==> src/rtl/core_pkg.sv <==
// Shared core definitions: fetch FSM states, reset PC, instruction size, opcode field.
// Latency: n/a (types and constants only).
// Backpressure: n/a.
package core_pkg;

    typedef enum logic [0:0] {
        FS_RUN   = 1'b0,
        FS_FLUSH = 1'b1
    } fetch_state_e;

    localparam logic [31:0] RESET_PC_DEFAULT = 32'h0000_0000;
    localparam int          INST_BYTES       = 4;

    // Opcode field position, shared with the main decoder.
    localparam int OPC_LSB = 0;
    localparam int OPC_MSB = 6;

    function automatic logic [OPC_MSB-OPC_LSB:0] opcode_of(input logic [31:0] inst);
        return inst[OPC_MSB:OPC_LSB];
    endfunction

endpackage

==> src/rtl/fetch_queue.sv <==
// Generic synchronous FIFO with push/pop/flush and occupancy count.
// Latency: a pushed entry is visible at head_data the cycle after the push.
// Backpressure: push is dropped when full unless a pop happens in the same cycle.
//
// Ports: clk/rst (sync, active-high); flush empties the queue (wins over push);
//        push/push_data write the tail; pop removes the head;
//        head_data/empty/full/count describe the current contents.
// DEPTH must be a power of two (pointers wrap naturally).
module fetch_queue #(
    parameter int WIDTH = 32,
    parameter int DEPTH = 2
) (
    input  logic                         clk,
    input  logic                         rst,
    input  logic                         flush,
    input  logic                         push,
    input  logic [WIDTH-1:0]             push_data,
    input  logic                         pop,
    output logic [WIDTH-1:0]             head_data,
    output logic                         empty,
    output logic                         full,
    output logic [$clog2(DEPTH+1)-1:0]   count
);

    localparam int AW = $clog2(DEPTH);
    localparam int CW = $clog2(DEPTH+1);

    logic [WIDTH-1:0] mem [DEPTH];
    logic [AW-1:0]    rd_ptr;
    logic [AW-1:0]    wr_ptr;
    logic [CW-1:0]    cnt;
    logic             do_push;
    logic             do_pop;

    assign do_pop  = pop && !empty;
    // A full queue still accepts a push when the head leaves in the same cycle.
    assign do_push = push && !flush && (!full || do_pop);

    always_ff @(posedge clk) begin
        if (rst || flush) begin
            rd_ptr <= '0;
            wr_ptr <= '0;
            cnt    <= '0;
        end else begin
            if (do_push) wr_ptr <= wr_ptr + 1'b1;
            if (do_pop)  rd_ptr <= rd_ptr + 1'b1;
            cnt <= cnt + CW'(do_push) - CW'(do_pop);
        end
    end

    always_ff @(posedge clk) begin
        if (do_push) mem[wr_ptr] <= push_data;
    end

    assign head_data = mem[rd_ptr];
    assign empty     = (cnt == '0);
    assign full      = (cnt == CW'(DEPTH));
    assign count     = cnt;

endmodule

==> src/rtl/fetch_unit.sv <==
// Instruction fetch: PC sequencing, imem requests, 2-entry instruction queue to decode.
// Latency: 2 cycles request-to-decode with a 1-cycle memory response.
// Backpressure: credit-based issue (occupancy + outstanding < Q_DEPTH); out_valid/out_ready to decode.
//
// Ports: clk, rst (sync, active-high);
//        imem_req_valid/ready/addr   - fetch request channel (addr word aligned);
//        imem_resp_valid/data        - in-order response words;
//        redirect_valid/redirect_pc  - path change from execute (flushes wrong-path words);
//        out_valid/ready/inst/pc/opcode - instruction to decode;
//        stall_cnt                   - only when FETCH_STALL_CNT_EN is defined: RUN cycles with
//                                      nothing to offer decode, redirect cycles excluded.
module fetch_unit
    import core_pkg::*;
#(
    parameter int                    PC_WIDTH = 32,
    parameter logic [PC_WIDTH-1:0]   RESET_PC = PC_WIDTH'(RESET_PC_DEFAULT),
    parameter int                    Q_DEPTH  = 2
) (
    input  logic                 clk,
    input  logic                 rst,
    output logic                 imem_req_valid,
    input  logic                 imem_req_ready,
    output logic [PC_WIDTH-1:0]  imem_req_addr,
    input  logic                 imem_resp_valid,
    input  logic [31:0]          imem_resp_data,
    input  logic                 redirect_valid,
    input  logic [PC_WIDTH-1:0]  redirect_pc,
    output logic                 out_valid,
    input  logic                 out_ready,
    output logic [31:0]          out_inst,
    output logic [PC_WIDTH-1:0]  out_pc,
    output logic [6:0]           out_opcode
`ifdef FETCH_STALL_CNT_EN
    ,
    output logic [31:0]          stall_cnt
`endif
);

    localparam int CW = $clog2(Q_DEPTH+1);
    localparam int EW = 32 + PC_WIDTH;
    localparam logic [PC_WIDTH-1:0] ALIGN_MASK = ~PC_WIDTH'(INST_BYTES - 1);

    fetch_state_e          state;
    fetch_state_e          state_nxt;
    logic [PC_WIDTH-1:0]   fetch_pc;

    logic                  req_hs;
    logic                  resp_take;
    logic                  credit_ok;
    logic [CW:0]           outst_nxt;

    // PC tag FIFO: one entry per in-flight request, so its count is the outstanding count.
    logic [PC_WIDTH-1:0]   tag_head;
    logic                  tag_empty;
    logic                  tag_full;
    logic [CW-1:0]         outst;

    logic                  dq_push;
    logic                  dq_pop;
    logic [EW-1:0]         dq_head;
    logic                  dq_empty;
    logic                  dq_full;
    logic [CW-1:0]         occ;

    assign credit_ok      = ({1'b0, occ} + {1'b0, outst}) < (CW+1)'(Q_DEPTH);
    assign imem_req_valid = (state == FS_RUN) && credit_ok && !rst;
    assign imem_req_addr  = fetch_pc;
    assign req_hs         = imem_req_valid && imem_req_ready;

    // A response with nothing outstanding is a protocol error and is ignored.
    assign resp_take = imem_resp_valid && !tag_empty;
    assign outst_nxt = {1'b0, outst} + (CW+1)'(req_hs) - (CW+1)'(resp_take);

    // Only right-path responses reach the queue: not while flushing, not in a redirect cycle.
    assign dq_push = resp_take && (state == FS_RUN) && !redirect_valid;
    assign dq_pop  = out_valid && out_ready;

    fetch_queue #(
        .WIDTH (PC_WIDTH),
        .DEPTH (Q_DEPTH)
    ) u_tag_fifo (
        .clk       (clk),
        .rst       (rst),
        .flush     (1'b0),
        .push      (req_hs),
        .push_data (fetch_pc),
        .pop       (resp_take),
        .head_data (tag_head),
        .empty     (tag_empty),
        .full      (tag_full),
        .count     (outst)
    );

    fetch_queue #(
        .WIDTH (EW),
        .DEPTH (Q_DEPTH)
    ) u_inst_queue (
        .clk       (clk),
        .rst       (rst),
        .flush     (redirect_valid),
        .push      (dq_push),
        .push_data ({imem_resp_data, tag_head}),
        .pop       (dq_pop),
        .head_data (dq_head),
        .empty     (dq_empty),
        .full      (dq_full),
        .count     (occ)
    );

    assign out_valid  = !dq_empty && !redirect_valid;
    assign out_inst   = dq_empty ? 32'd0 : dq_head[EW-1:PC_WIDTH];
    assign out_pc     = dq_empty ? '0 : dq_head[PC_WIDTH-1:0];
    assign out_opcode = opcode_of(out_inst);

    always_ff @(posedge clk) begin
        if (rst) begin
            fetch_pc <= RESET_PC & ALIGN_MASK;
        end else if (redirect_valid) begin
            fetch_pc <= redirect_pc & ALIGN_MASK;
        end else if (req_hs) begin
            fetch_pc <= fetch_pc + PC_WIDTH'(INST_BYTES);
        end
    end

    always_ff @(posedge clk) begin
        if (rst) state <= FS_RUN;
        else     state <= state_nxt;
    end

    // Stay in FLUSH while wrong-path responses are still due; a redirect handshake
    // in the same cycle is already included in outst_nxt.
    always_comb begin
        state_nxt = state;
        case (state)
            FS_RUN: begin
                if (redirect_valid && (outst_nxt != '0)) state_nxt = FS_FLUSH;
            end
            FS_FLUSH: begin
                if (outst_nxt == '0) state_nxt = FS_RUN;
            end
            default: state_nxt = FS_RUN;
        endcase
    end

`ifdef FETCH_STALL_CNT_EN
    always_ff @(posedge clk) begin
        if (rst) begin
            stall_cnt <= 32'd0;
        end else if ((state == FS_RUN) && !out_valid && !redirect_valid) begin
            stall_cnt <= stall_cnt + 32'd1;
        end
    end
`endif

    a_resp_with_outstanding: assert property (@(posedge clk) disable iff (rst)
        imem_resp_valid |-> !tag_empty);
    a_tag_no_overflow: assert property (@(posedge clk) disable iff (rst)
        req_hs |-> !tag_full);
    a_queue_no_overflow: assert property (@(posedge clk) disable iff (rst)
        dq_push |-> (!dq_full || dq_pop));

endmodule
==> config.mk <==
export PLATFORM = sky130hd
export DESIGN_NAME = fetch_unit
export DESIGN_NICKNAME = d
export VERILOG_FILES = /design/src/rtl/core_pkg.sv /design/src/rtl/fetch_queue.sv /design/src/rtl/fetch_unit.sv
export SDC_FILE = /design/constraint.sdc
export NUM_CORES = 1
export LEC_CHECK = 0
export ABC_AREA = 1
export CAP_MARGIN = 20
export CORE_MARGIN = 2
export CORE_UTILIZATION = 45
export DETAILED_ROUTE_END_ITERATION = 10
export PLACE_DENSITY = 0.7
export SYNTH_ARGS = -nofsm -noshare
export SYNTH_HDL_FRONTEND = slang
export SYNTH_SLANG_ARGS = --single-unit
==> constraint.sdc <==
create_clock -name clk -period 10.72 [get_ports clk]
set_input_delay 1.608 -clock clk [delete_from_list [all_inputs] [get_ports clk]]
set_output_delay 1.608 -clock clk [all_outputs]
set_load 0.02 [all_outputs]
==> summary.json <==
{
  "layout": {
    "fillerInstances": 1703,
    "utilization_pct": 58.5,
    "area.sequential_um2": 6350,
    "layout-drive-gt1-share_pct": 10.2,
    "signed_area_change_from_the_synthesized_netlist_to_the_final_layout_pct": 27.7,
    "layout.nets": 1121,
    "multi_input_comb_area_um2": 2790,
    "finalInstanceArea_um2": 12300,
    "num_antenna_cells": 0
  },
  "critical_path": {
    "category_of_the_worst_setup_path_capture_point": "output port",
    "first_element_of_the_critical_path": "rst",
    "critical_path.startpoint_type": "primary input",
    "cp.required_ns": 9.11,
    "critPathKind": "in2out",
    "critPathArrivalTime_ns": 3.12,
    "path_max_fanout": 4,
    "worst_r2r_startpoint": "u_tag_fifo.count[1]$_SDFF_PP0_",
    "worstRegToRegCells": 9
  },
  "synth": {
    "synth_flop_cell": "sky130_fd_sc_hd__edfxtp_1",
    "synth_enable_flop_cells": 184,
    "postSynth.asyncResetShare_pct": 0,
    "postSynthCellCount": 878,
    "synth.largest_area_cell": "sky130_fd_sc_hd__edfxtp_1",
    "synth_seq_area_share_pct": 65.9,
    "syn-mean-instance-area_um2": 11.0,
    "synth.cells.most_frequent": "sky130_fd_sc_hd__nand2_1, sky130_fd_sc_hd__edfxtp_1, sky130_fd_sc_hd__a21oi_1, sky130_fd_sc_hd__inv_1, sky130_fd_sc_hd__nor2_1",
    "most_common_cell_in_the_synthesized_netlist": "sky130_fd_sc_hd__nand2_1",
    "synth_top_area_share_pct": 57.4,
    "post_synth_design_cell_area_um2": 9630,
    "ys.warnings.count": 0,
    "number_of_library_cell_types_mapped_by_synthesis": 38,
    "ys_top_cells_by_area": "sky130_fd_sc_hd__edfxtp_1, sky130_fd_sc_hd__nand2_1, sky130_fd_sc_hd__dfxtp_1",
    "synth_seq_cells": 225
  },
  "clock_network": {
    "post_cts_resize_count": 0,
    "clock_sink_count": 225,
    "cts.clk_slew.worst_paths_ns": 0.06,
    "hold_buffers": 0,
    "cts_tree": "yes",
    "h-tree-depth": 1,
    "deepest_clock_path_buffer_count": 3,
    "cts_post_setup_buffers_inserted": 0,
    "clock_latency_ns": 0.51,
    "cts_made_buffers": 24,
    "clk_root_buffer_cell": "sky130_fd_sc_hd__clkbuf_16"
  },
  "drt": {
    "dr.max_layer_used": "met4",
    "met2WireLength_um": 9870,
    "routedWlPerCell_um": 15.8,
    "antenna_violating_nets_post_route": 0,
    "post-route-drc-count": 0,
    "drt-pass1-iter-count": 7,
    "drt-total-wl_um": 21000,
    "avgViaCountPerCell": 5.00,
    "met1_length_um": 9010,
    "met3_wirelength_um": 1670,
    "total_via_count_after_detailed_routing": 6670,
    "drt-initial-drc-count": 400
  },
  "sta": {
    "grt_setup_unrepaired": "false",
    "final_min_period_over_clock_period_pct": 44.1,
    "setup-violations-final": 0,
    "final-hold-violation-count": 0,
    "timing_worst_slew_pin_value_ns": 0.862,
    "slew_violations": 0,
    "final_critical_path_setup_slack_ns": 5.99,
    "max_slew_margin_pct": 42.6,
    "max_freq_mhz": 211,
    "worst_hold_margin_ns": 0.456,
    "timing.clock.skew_ns": 0.0112,
    "min_period_ns": 4.73,
    "finalSetupTns_ns": 0
  },
  "placed_design": {
    "pre_cts_slack_ns": 5.42,
    "placed_cell_area_um2": 11500,
    "place_hpwl_um": 13500,
    "placement.io_buffers": 168,
    "place.gp.congestion": 0.900
  },
  "die": {
    "boundaryPins": 175,
    "floorplan.die.width_um": 150,
    "core_area_um2": 21000,
    "initial_utilization_pct": 45.8,
    "dieArea_um2": 22600,
    "placement_rows": 53,
    "die_h_um": 150
  },
  "global_routing": {
    "grt_pass1_vias": 6467,
    "grt_max_degree": 63,
    "grt_first_pass_wirelength_um": 32900,
    "grt_usage_pct": 18.5,
    "antenna_found_initial": 0,
    "globalRouteOverflowTotal": 0
  },
  "min_path": {
    "hold_path_depth": 1,
    "hold_path.class": "reg2reg",
    "min_from": "u_tag_fifo.rd_ptr$_SDFFE_PP0P_"
  },
  "job": {
    "max_cap_violations": 0
  },
  "run_status": {
    "status": "completed"
  },
  "power": {
    "worst_voltage_drop_across_the_vdd_grid_v": 0.0000941,
    "cellLeakagePower_nw": 4.42,
    "power.density_nw_per_um2": 177
  }
}
==> worst paths after layout <==
path                                     end  slack [ns]
min reg2reg                             flop        0.46
min                                     flop        0.46
max reg2reg  u_tag_fifo.mem[1][26]$_DFFE_PP_        7.99
max                           imem_req_valid        5.99
==> critical path: stages <==
cell and delay (ns):
sky130_fd_sc_hd__clkdlybuf4s50_1 0.58, sky130_fd_sc_hd__nor2_4 0.15, sky130_fd_sc_hd__nand2_2 0.09, sky130_fd_sc_hd__inv_4 0.08, sky130_fd_sc_hd__clkdlybuf4s50_1 0.60
==> area by class of cell <==
type | count | share of cell area, %
sequential | 225 | 51.6
multi-input combinational | 534 | 22.7
timing repair buffer | 178 | 14.5
clock buffer | 30 | 5.24
tap | 275 | 2.80
inverter | 79 | 2.43
clock inverter | 12 | 0.753
==> cell usage in the layout (no fill, tap or decap), types with 2 or more instances in the layout <==
| cell type | Yosys | routed |
|---|---|---|
| sky130_fd_sc_hd__nand2_4 | 2 | 2 |
| sky130_fd_sc_hd__edfxtp_1 | 184 | 184 |
| sky130_fd_sc_hd__dfxtp_1 | 41 | 40 |
| sky130_fd_sc_hd__a31oi_1 | 6 | 6 |
| sky130_fd_sc_hd__clkbuf_16 | 0 | 25 |
| sky130_fd_sc_hd__mux2_2 | 30 | 30 |
| sky130_fd_sc_hd__nand2_2 | 3 | 3 |
| sky130_fd_sc_hd__a21oi_1 | 87 | 87 |
| sky130_fd_sc_hd__clkinvlp_4 | 0 | 3 |
| sky130_fd_sc_hd__conb_1 | 1 | 4 |
| sky130_fd_sc_hd__nand3_1 | 36 | 36 |
| sky130_fd_sc_hd__inv_1 | 74 | 74 |
| sky130_fd_sc_hd__or2_2 | 2 | 2 |
| sky130_fd_sc_hd__nand4_1 | 8 | 8 |
| sky130_fd_sc_hd__inv_2 | 4 | 4 |
| sky130_fd_sc_hd__nand3_2 | 2 | 2 |
| sky130_fd_sc_hd__ha_1 | 7 | 7 |
| sky130_fd_sc_hd__nor2_4 | 3 | 5 |
| sky130_fd_sc_hd__buf_4 | 11 | 9 |
| sky130_fd_sc_hd__nor2_2 | 7 | 9 |
| sky130_fd_sc_hd__clkdlybuf4s50_1 | 0 | 168 |
| sky130_fd_sc_hd__o21ai_0 | 19 | 19 |
| sky130_fd_sc_hd__xor2_1 | 8 | 8 |
| sky130_fd_sc_hd__clkbuf_1 | 26 | 5 |
| sky130_fd_sc_hd__clkinv_1 | 0 | 3 |
| sky130_fd_sc_hd__nand2_1 | 234 | 234 |
| sky130_fd_sc_hd__clkinv_2 | 0 | 4 |
| sky130_fd_sc_hd__fa_1 | 2 | 2 |
| sky130_fd_sc_hd__o21ai_1 | 8 | 8 |
| sky130_fd_sc_hd__nor2_1 | 53 | 49 |
| sky130_fd_sc_hd__xnor2_1 | 5 | 5 |
==> metal layers <==
layer	track usage, %	up-vias
li1	-	3291
met1	24.5	3111
met2	31.0	233
met3	3.52	35
met4	5.80	0
met5	0	-
==> sequential cells by signal (all words and copies together) (netlist names), 2 cells and up, named ones only <==
signal and flops:
u_inst_queue.count 2, u_tag_fifo.mem 60, u_inst_queue.mem 124, imem_req_addr 30, u_tag_fifo.count 2
==> report_power, final <==
| group | switching (mW) | internal, mW |
|---|---|---|
| clock | 0.316 | 0.449 |
| sequential | 0.0380 | 1.04 |
| combinational | 0.188 | 0.139 |
| total | 0.542 | 1.63 |
==> per-stage QoR <==
step	instances	total power, mW
detailed placement	1290	1.42
finish	1333	2.17
global placement	1290	1.41
floorplan	881	1.30
CTS	1332	2.19
global route	1333	2.27
==> logic make-up (layout without fill, tap and decap cells) <==
| logic type | Yosys count | after routing | share of synthesized area [%] |
|---|---|---|---|
| AO/OA/AOI/OAI | 124 | 124 | 6.86 |
| XOR/XNOR | 13 | 13 | 1.18 |
| adder cells (fa/ha/maj) | 9 | 9 | 1.33 |
| buffers and inverters | 122 | 299 | 5.46 |
| flip-flops | 225 | 225 | 65.9 |
| multiplexers | 30 | 30 | 3.51 |
| other | 1 | 4 | 0.0389 |
| AND/OR/NAND/NOR | 354 | 354 | 15.7 |
Power figures use the tool's default switching activity.
